File: src/rtl/pipe_pkg.sv
// pipe_pkg: constants and types shared by the 4-stage pipeline issue logic.
//   NREG - number of architectural registers
//   AW   - register address width
//   LW   - in-flight latency counter width (max latency 2^LW-1)
//   CW   - stall counter width
package pipe_pkg;
    localparam int NREG = 8;
    localparam int AW   = 3;
    localparam int LW   = 2;
    localparam int CW   = 16;

    typedef logic [AW-1:0] reg_addr_t;
endpackage

File: src/rtl/hazard_interlock_scoreboard_entry.sv
// scoreboard_entry: one in-flight-write slot for a single architectural register.
// Holds a down-counter of cycles until the pending result becomes forwardable.
// Ports:
//   i_clk      - clock, rising edge
//   i_reset    - asynchronous active-high clear
//   i_load     - load i_load_val (takes priority over the decrement)
//   i_load_val - latency to load
//   o_busy     - counter is non-zero (write pending, not yet forwardable)
module scoreboard_entry
    import pipe_pkg::*;
#(
    parameter int CNT_W = LW
) (
    input  logic             i_clk,
    input  logic             i_reset,
    input  logic             i_load,
    input  logic [CNT_W-1:0] i_load_val,
    output logic             o_busy
);

    logic [CNT_W-1:0] r_cnt;

    // NOTE: sequential state uses non-blocking assignments so every register
    // samples pre-edge values, independent of block evaluation order.
    always_ff @(posedge i_clk or posedge i_reset) begin
        if (i_reset) begin
            r_cnt <= '0;
        end else if (i_load) begin
            r_cnt <= i_load_val;
        end else if (r_cnt != '0) begin
            r_cnt <= r_cnt - CNT_W'(1);
        end
    end

    assign o_busy = (r_cnt != '0);

endmodule

File: src/rtl/hazard_interlock.sv
// hazard_interlock: issue-side scoreboard covering results that have not yet
// reached the writeback forwarding path. Raises o_stall when the instruction in
// decode reads (RAW) or overwrites (WAW) a register with a pending write.
// Ports:
//   i_clk, i_reset         - clock; asynchronous active-high reset
//   i_issue_valid          - instruction in decode presents for issue
//   i_issue_rd             - destination register
//   i_issue_regwrite       - instruction writes i_issue_rd
//   i_issue_lat            - cycles until its result is forwardable (0 = no entry)
//   i_src_a/_used          - first source register and its use flag
//   i_src_b/_used          - second source register and its use flag
//   i_flush                - kill the instruction in decode
//   o_stall                - hold decode/fetch this cycle (combinational)
//   o_busy_vec             - per-register pending-write flags (state only)
//   o_stall_count          - saturating count of stalled cycles
module hazard_interlock #(
    parameter int NREG = pipe_pkg::NREG,
    parameter int AW   = pipe_pkg::AW,
    parameter int LW   = pipe_pkg::LW,
    parameter int CW   = pipe_pkg::CW
) (
    input  logic            i_clk,
    input  logic            i_reset,
    input  logic            i_issue_valid,
    input  logic [AW-1:0]   i_issue_rd,
    input  logic            i_issue_regwrite,
    input  logic [LW-1:0]   i_issue_lat,
    input  logic [AW-1:0]   i_src_a,
    input  logic            i_src_a_used,
    input  logic [AW-1:0]   i_src_b,
    input  logic            i_src_b_used,
    input  logic            i_flush,
    output logic            o_stall,
    output logic [NREG-1:0] o_busy_vec,
    output logic [CW-1:0]   o_stall_count
);

    logic [NREG-1:0] w_busy;
    logic [NREG-1:0] w_load;
    logic            w_hazard;
    logic            w_accept;
    logic [CW-1:0]   r_stall_count;

    // A single OR of the three hazard terms: SrcA == SrcB on a busy register
    // still yields one stall cycle, never two counts.
    assign w_hazard = (i_src_a_used     & w_busy[i_src_a])
                    | (i_src_b_used     & w_busy[i_src_b])
                    | (i_issue_regwrite & w_busy[i_issue_rd]);

    assign o_stall  = i_issue_valid & ~i_flush & w_hazard;
    assign w_accept = i_issue_valid & ~o_stall & ~i_flush & i_issue_regwrite;

    for (genvar g = 0; g < NREG; g++) begin : g_entry
        // Zero latency is covered by forwarding, so no entry is created.
        assign w_load[g] = w_accept && (i_issue_rd == AW'(g)) && (i_issue_lat != '0);

        scoreboard_entry #(
            .CNT_W (LW)
        ) u_entry (
            .i_clk      (i_clk),
            .i_reset    (i_reset),
            .i_load     (w_load[g]),
            .i_load_val (i_issue_lat),
            .o_busy     (w_busy[g])
        );
    end

    always_ff @(posedge i_clk or posedge i_reset) begin
        if (i_reset) begin
            r_stall_count <= '0;
        end else if (o_stall && (r_stall_count != '1)) begin
            r_stall_count <= r_stall_count + CW'(1);
        end
    end

    assign o_busy_vec    = w_busy;
    assign o_stall_count = r_stall_count;

endmodule

File: config.mk
export PLATFORM = sky130hd
export DESIGN_NAME = hazard_interlock
export DESIGN_NICKNAME = d
export VERILOG_FILES = /design/src/rtl/pipe_pkg.sv /design/src/rtl/hazard_interlock_scoreboard_entry.sv /design/src/rtl/hazard_interlock.sv
export SDC_FILE = /design/constraint.sdc
export NUM_CORES = 1
export LEC_CHECK = 0
export CAP_MARGIN = 20
export CORE_MARGIN = 4
export CORE_UTILIZATION = 45
export DETAILED_ROUTE_END_ITERATION = 8
export DONT_BUFFER_PORTS = 1
export MAX_ROUTING_LAYER = met4
export SYNTH_ARGS = -nofsm -noshare
export SYNTH_HDL_FRONTEND = slang
export SYNTH_SLANG_ARGS = --single-unit
File: constraint.sdc
create_clock -name i_clk -period 5.8 [get_ports i_clk]
set_input_delay 1.16 -clock i_clk [delete_from_list [all_inputs] [get_ports i_clk]]
set_output_delay 1.16 -clock i_clk [all_outputs]
set_load 0.02 [all_outputs]
==> flow_metrics.py <==
metrics = {
    "placed_design": {
        "place_hpwl_um": 3110,
        "portBuffers": 0,
        "place.gp.congestion": 0.769,
    },
    "setup_path": {
        "critPathMaxFanout": 16,
        "cp-start-kind": "flop",
        "timing.rr.end": "o_stall_count[1]$_DFFE_PP0P_",
        "critical_path_class": "flop to output port",
        "reg2reg_depth": 8,
        "crit_family": "compound AO/OA/AOI/OAI gates",
        "rrSetupSlack_ns": 2.86,
        "critical_path.cell_chain": "inv_1, ha_1, inv_1, mux4_2, o2111a_2, a211oi_4, inv_1",
        "required_ns": 4.64,
        "cpMostUsedCell": "inv_1",
        "end_kind": "output port",
        "cp.buffers_inverters": 3,
        "critPathLaunch": "g_entry[0].u_entry.r_cnt[0]$_DFFE_PP0P_",
        "critPathArrivalTime_ns": 2.93,
        "slowest_delay_ns": 0.63,
        "reg2reg_from": "g_entry[0].u_entry.r_cnt[0]$_DFFE_PP0P_",
        "cp_slowest_cell": "a211oi_4",
    },
    "floorplanning": {
        "io-pin-count": 43,
        "die_y_um": 77.2,
        "start_util": 0.478,
        "std_cell_rows": 24,
        "die_area_um2": 5960,
        "core_area_um2": 4500,
        "die_w_um": 77.2,
    },
    "synth": {
        "synthTopCellsByArea": "dfrtp_1 (37%), mux2_2 (8.4%), xor2_1 (5.7%)",
        "netlist.area_leader.share": 0.372,
        "yosys_register_bits": 32,
        "synth_common_cells": "dfrtp_1 (32), inv_1 (30), nand2_1 (19), mux2_2 (16), xor2_1 (14)",
        "synth_top_area_cell": "dfrtp_1",
        "synth-main-ff-cell": "dfrtp_1",
        "async_flop_share": 1.00,
        "yosysUniqueCellTypes": 42,
        "yosysWarnings": 0,
        "synth.net_count": 244,
        "netlist_instances": 217,
        "netlist_area_um2": 2150,
        "postSynthAreaPerCell_um2": 9.92,
        "synth-seq-area-share": 0.372,
        "synth-edff-count": 0,
        "yosysMostFrequentCell": "dfrtp_1",
    },
    "detailed_routing": {
        "dr_total_vias": 1466,
        "dr.pass1.iters": 4,
        "wl_um": 4090,
        "drtIter0Drc": 70,
        "wl_per_cell_um": 15.6,
        "drcViolationCount": 0,
        "ant_nets": 0,
        "viasPerCell": 5.57,
    },
    "power": {
        "powerDensity_nw_per_um2": 507,
        "p_sw_frac": 0.402,
        "power_frac_seq": 0.373,
        "power_switching_mw": 0.451,
        "ir_drop_mv": 0.234,
        "finalPower_mw": 1.12,
        "power_frac_clock": 0.155,
        "power_leakage_nw": 1.02,
        "p_int_mw": 0.671,
        "combPwrFrac": 0.472,
    },
    "clock_tree": {
        "cts_made_buffers": 5,
        "htreeDepth": 2,
        "postCtsSetupBuffers": 0,
        "clock_path_buffers": 2,
        "clkTransAtPathRegs_ns": 0.07,
        "ctsHoldBuffers": 0,
        "clock_sinks": 32,
        "cts.repair.resized": 0,
        "cts_tree": "done",
        "clk_latency_ns": 0.28,
        "root_buffer": "clkbuf_8",
    },
    "sta": {
        "setup-violations-final": 0,
        "finalClockSkew_ns": 0.00554,
        "hold_viol_final": 0,
        "fin_setup_tns_ns": 0,
        "rsz0062_at_grt": "no",
        "fmax_mhz": 245,
        "slew_headroom": 0.517,
        "tightestPinTransition_ns": 0.722,
        "fin_crit_sh": 0.705,
        "slew_viol_final": 0,
        "period_minus_slack_ns": 4.09,
    },
    "global_route": {
        "grt_pass1_wl_um": 7020,
        "grt_max_degree": 33,
        "grt_usage": 0.152,
        "antenna_found_initial": 0,
        "grt_pass1_vias": 1458,
        "overflow": 0,
    },
    "run_status": {
        "outcome": "finished, final reports clean",
    },
    "run": {
        "maxCapViolCount": 0,
    },
    "hold_path": {
        "hold-path-cell-count": 3,
        "hp-class": "flop to flop",
        "min_to": "g_entry[0].u_entry.r_cnt[1]$_DFFE_PP0P_",
        "hold_start": "g_entry[0].u_entry.r_cnt[1]$_DFFE_PP0P_",
    },
    "final_layout": {
        "fin_nets": 237,
        "area_delta_synth_final_pct": 2.79,
        "layout-drive-gt1-share": 0.161,
        "diodes": 0,
        "final_util": 0.491,
    },
}
[cells in the final DEF (no fill, tap or decap), types with 2 or more instances in the layout]
cell,netlist,final
dfrtp_1,32,32
inv_1,30,30
nand2_1,19,19
mux2_2,16,16
xor2_1,14,14
xnor2_1,9,9
o21ai_0,9,9
ha_1,9,9
nor3_1,8,8
nand3_1,7,7
clkbuf_8,0,6
nor2_1,5,5
nor4_1,5,5
mux2i_1,4,4
and3_1,4,4
nor4b_1,3,3
mux4_1,2,2
nor2b_1,2,2
mux4_2,2,2
o2111ai_1,2,2
a31oi_1,2,2
nand4_1,2,2
clkbuf_1,2,2
[state kept, by name, indices dropped and copies added, names as in the netlist]
| name | count |
|---|---|
| g_entry.u_entry.r_cnt | 16 |
| o_stall_count | 16 |
[logic make-up after synthesis]
family	synth area share
compound gates	0.0610
simple gates	0.167
buf+inv	0.0999
flops	0.372
xor+xnor	0.0936
mux	0.155
fa+ha+maj	0.0523
[layer usage]
metal	part of all wire	vias up	routed length, µm	track usage
li1	-	725	-	-
met5	0	-	0	-
met4	0.014	0	56	0.0534
met3	0.085	7	347	0.0632
met2	0.47	41	1920	0.234
met1	0.43	693	1770	0.179
[stage by stage]
stage	setup slack [ns]	hold WS, ns	cells	instance area [µm²]
3_5_place_dp	1.78	0.601	255	2120
5_1_grt	1.54	0.646	263	2210
2_1_floorplan	1.97	0.576	217	2150
6_report	1.71	0.613	263	2210
4_1_cts	1.70	0.616	263	2210
3_3_place_gp	1.79	0.595	255	2120
[worst max path at each step]
stage / to / slack [ns] / cells past startpoint
after floorplan: o_stall / 1.97 / 6
after global placement: o_stall / 1.79 / 4
after detailed placement: o_stall / 1.78 / 4
after CTS: o_stall / 1.70 / 7
after global routing: o_stall / 1.54 / 7
final: o_stall / 1.71 / 7
[power by group through the flow]
stage / registers [mW] / clock network (mW) / logic (mW)
after global placement: 0.422 / 0 / 0.523
final: 0.418 / 0.174 / 0.530
after global routing: 0.433 / 0.193 / 0.605
after floorplan: 0.407 / 0 / 0.501
after CTS: 0.420 / 0.184 / 0.541
after detailed placement: 0.424 / 0 / 0.539
[worst register-to-register path: cells and delay by family, from the launching register on]
kind                     cells  cell delay [ns]
AO/OA/AOI/OAI                2             0.92
adder cells (fa/ha/maj)      1             0.29
buffers and inverters        2             0.25
flip-flops                   1             0.39
multiplexers                 2             0.84
AND/OR/NAND/NOR              1             0.13
[layout make-up]
type,instances,area [µm²]
Fill cell,432,2290
Inverter,30,113
Sequential cell,32,801
Multi-Input combinational cell,140,1140
Clock buffer,8,90.1
Tap cell,52,65.1
Timing Repair Buffer,1,7.51
(Power assumes the default switching activity.)
==> RTL change 1: new RTL, same flow settings <==
Change the package constant `CW` from 16 to 32.
--- a/src/rtl/pipe_pkg.sv
+++ b/src/rtl/pipe_pkg.sv
@@ -8,5 +8,5 @@
     localparam int AW   = 3;
     localparam int LW   = 2;
-    localparam int CW   = 16;
+    localparam int CW   = 32;
 
     typedef logic [AW-1:0] reg_addr_t;
Interface: changed (resized o_stall_count); port bits go from 43 to 59. The function was not compared with the original's and may differ.
==> RTL change 1 against the original RTL <==
Routed wire length rose by 51%; clock power rose by 17%; via count rose by 40%; total power rose by 13%; worst setup slack improved by 0.035 ns; cell area rose by 39%; clock skew rose by 0.0044 ns; sequential cell count rose by 16; area after synthesis rose by 39%.
==> RTL change 1: results (changes against the original RTL) <==
Route
  – Met2 WL: 2920 µm (+52%)
  – M1 wire length: 2730 µm (+54%)
  – Met3 wire length: 502 µm (+45%)
  – Avg WL per Cell: 17.1 µm (+9.9%)

Global route
  – Pin count of the biggest net entering global routing: 49 (+48%)
  – Global-route wire length before repair: 10300 µm (+47%)
  – Met2 Resource Use GR: 0.271 (+0.0372)
  – Total track usage: 0.172 (+0.0197)
  – Vias in the first global route: 2057 (+41%)

Logic synthesis
  – Post-synthesis mux area share: 0.133 (-0.0216)
  – Top post-synthesis cells by area: dfrtp_1 40%, xnor2_1 7.3%, mux2_2 6.0%

Timing
  – Slew at the pin closest to its max-slew limit: 0.708 ns (-0.0149 ns)

Worst setup path
  – Critical path origin: i_issue_rd[0]
  – Worst EP arrival: 2.89 ns (-0.04 ns)
  – Reg2reg path depth: 9 (+1)
  – R2R setup slack: 2.64 ns (-0.22 ns)

Cells and area
  – Buffer share of cell area: 0.00649 (+0.00309)
  – Total Nets Final: 311 (+31%)
  – # fillers: 613 (+42%)
  – Share of cells above drive strength 1: 0.119 (-0.0418)

Power
  – Max VDD drop: 0.000313 V (+34%)
  – Leak: 0.00141 µW (+38%)

Hold path
  – Worst hold endpoint: o_stall_count[21]

Placed design
  – Dpl hpwl: 4680 µm (+50%)
  – DP Area: 0.00297 mm² (+40%)
  – Placed cell count: 353 (+38%)

Clocking
  – CTS clk-pin slew, worst paths: 0.09 ns (+0.02 ns)

Run status
  – Status: complete, no violations
-- RTL change 1: cell count changes after synthesis, sizes merged, moves of 4 or more --
cell | before | now
mux2i | 4 | 13
and3 | 4 | 8
nand4 | 2 | 12
o21ai | 9 | 0
and2 | 1 | 7
xnor2 | 9 | 25
nand3 | 7 | 21
nand2 | 19 | 25
nor3 | 9 | 5
dfrtp | 32 | 48
and4 | 0 | 6
-- RTL change 1: kinds of logic (layout without fill, tap and decap cells) --
| group | Yosys count | in the layout |
|---|---|---|
| AO/OA/AOI/OAI | 11 | 11 |
| flip-flops | 48 | 48 |
| buffers and inverters | 44 | 39 |
| adder cells (fa/ha/maj) | 9 | 9 |
| multiplexers | 33 | 33 |
| AND/OR/NAND/NOR | 107 | 107 |
| XOR/XNOR | 38 | 38 |
-- RTL change 1: report_power, final --
part           switching [µW]  internal (µW)  leakage, µW
sequential               94.7            423     0.000614
combinational             283            266     0.000751
clock                     117           85.5    0.0000404
total                     494            774      0.00141
==> RTL change 2: new RTL, same settings <==
Without the edit above. Register the output `o_stall_count` once more, without a reset; this adds one clock of latency there. The other outputs are not delayed to match. Comments in the files are not updated.
--- a/src/rtl/hazard_interlock.sv
+++ b/src/rtl/hazard_interlock.sv
@@ -75,5 +75,7 @@
 
     assign o_busy_vec    = w_busy;
-    assign o_stall_count = r_stall_count;
+    always_ff @(posedge i_clk) begin
+        o_stall_count <= r_stall_count;
+    end
 
 endmodule
Check against the original RTL: not equivalent (a bounded check fails within 4 cycles, from zero or initial values and one cycle with i_reset high).
==> RTL change 2 against the original RTL <==
Global-route usage rose by 0.56 points; clock power increased by 5%; sequential power rose by 21%; area after synthesis grew 16%; worst setup slack improved by 0.24 ns; combinational power down 3%; non-clock buffer count is the same; sequential cell count increased by 16; worst hold slack worse by 0.18 ns; clock skew about the same; cell area rose by 17%; total power increased by 7.0%; first-iteration DRC count fell by 53%; routed wire length increased by 13%; critical endpoint unchanged.
==> RTL change 2: results (changes against the original RTL) <==
Worst setup path
  – Reg-to-Reg End: r_stall_count[1]
  – R2R setup slack: 2.85 ns (about the same)
  – Critical path origin: i_src_a[2]
  – Setup crit end: o_stall
  – Worst EP arrival: 2.69 ns (-0.24 ns)
  – Reg2reg start: g_entry[2].u_entry.r_cnt[0]

Route
  – Vias per std cell: 5.30 (-4.9%)
  – Starting DRT DRC Count: 33 (-53%)
  – Avg WL per Cell: 16.4 µm (+5.5%)
  – Drt first pass iters: 4 (unchanged)
  – Routed Antenna Nets: 0 (unchanged)

Placed design
  – Gpl congestion: 0.777 (+1.1%)
  – Dpl hpwl: 3590 µm (+15%)
  – Place WS: 1.92 ns (+0.141 ns)

Logic synthesis
  – Ys async rst share: 0.667 (-0.333)
  – Distinct cells, synth: 37 (-12%)
  – Register area share after synthesis: 0.450 (+0.0784)
  – Top post-synthesis cells by area: dfrtp_1 32%, dfxtp_1 13%, xnor2_1 7.7%
  – XOR/XNOR Fraction of Synth Area: 0.0809 (-0.0126)
  – Compound-Gate Fraction of Synth Area: 0.0563 (-0.00473)
  – Synth cell count leaders: 32 x dfrtp_1, 26 x inv_1, 22 x xnor2_1, 16 x dfxtp_1
  – Post-synthesis adder-cell area fraction: 0.0452 (-0.00707)
  – Post-synthesis mux area share: 0.152 (-0.00230)

Cells and area
  – Total Nets Final: 238 (+0.42%)
  – # fillers: 491 (+14%)
  – Share of cells above drive strength 1: 0.152 (-0.00948)
  – Number of antenna diodes: 0 (unchanged)

Global route
  – Vias in the first global route: 1649 (+13%)
  – Total track usage: 0.158 (+0.00557)
  – Global-route wire length before repair: 7760 µm (+11%)

Timing
  – Fin Hold WS: 0.429 ns (-0.185 ns)
  – Slew at the pin closest to its max-slew limit: 0.927 ns (+0.205 ns)
  – Fin crit share: 0.663 (-0.0412)
  – Clock skew: 0.00594 ns (+0.000403 ns)

Power
  – Leak: 0.00109 µW (+7.4%)
  – Max VDD drop: 0.000197 V (-16%)

Hold path
  – Worst hold endpoint: o_stall_count[8]
  – Hold Crit Depth: 0 (-3)
  – Hold WC Path Type: reg -> reg
  – Hold path start: r_stall_count[8]

Clocking
  – Maximum buffer depth of the clock tree: 2 (unchanged)
  – Post-CTS Setup Inserts: 0 (unchanged)

Run status
  – Status: complete, no violations
-- RTL change 2: cell count changes after synthesis, moves of 4 or more --
| cell | unedited run | this run |
|---|---|---|
| mux2i_1 | 4 | 12 |
| xor2_1 | 14 | 1 |
| nand4_1 | 2 | 6 |
| mux2_1 | 0 | 11 |
| o21ai_0 | 9 | 1 |
| nor3_1 | 8 | 4 |
| nand2_1 | 19 | 12 |
| inv_1 | 30 | 26 |
| dfxtp_1 | 0 | 16 |
| xnor2_1 | 9 | 22 |
| mux2_2 | 16 | 6 |
-- RTL change 2: cell type report --
cell class / count / area (µm²) / share of cell area
well taps: 70 / 87.6 / 0.0339
clock inverters: 2 / 12.5 / 0.00485
multi-input cells: 127 / 1180 / 0.456
repair buffers: 1 / 7.51 / 0.00291
flip-flops and latches: 48 / 1120 / 0.435
clock buffers: 5 / 68.8 / 0.0267
inverters: 28 / 105 / 0.0407
-- RTL change 2: cell families after synthesis --
logic type      after synthesis
simple gates                 53
flops                        48
buf+inv                      40
mux                          32
xor+xnor                     23
compound gates               10
fa+ha+maj                     9
-- RTL change 2: worst max-delay path, cell delays in order --
cell and delay [ns]:
nor2b_1 0.03, a2111oi_2 0.46, o41ai_4 0.18, a311oi_4 0.86
-- RTL change 2: layer usage --
layer | track usage | wire [µm]
met5 | - | 0
met4 | 0.0731 | 116
met3 | 0.0510 | 344
met2 | 0.272 | 2350
met1 | 0.162 | 1800
-- RTL change 2: per-stage QoR --
step / cell area, µm² / cells
global placement: 2500 / 274
finish: 2580 / 281
floorplan: 2490 / 215
global route: 2580 / 281
detailed placement: 2500 / 274
CTS: 2580 / 281
-- RTL change 2: power breakdown --
group,internal (µW),switching [µW],total (µW)
Clock,81.6,101,182
Sequential,431,75.7,507
Combinational,243,268,512
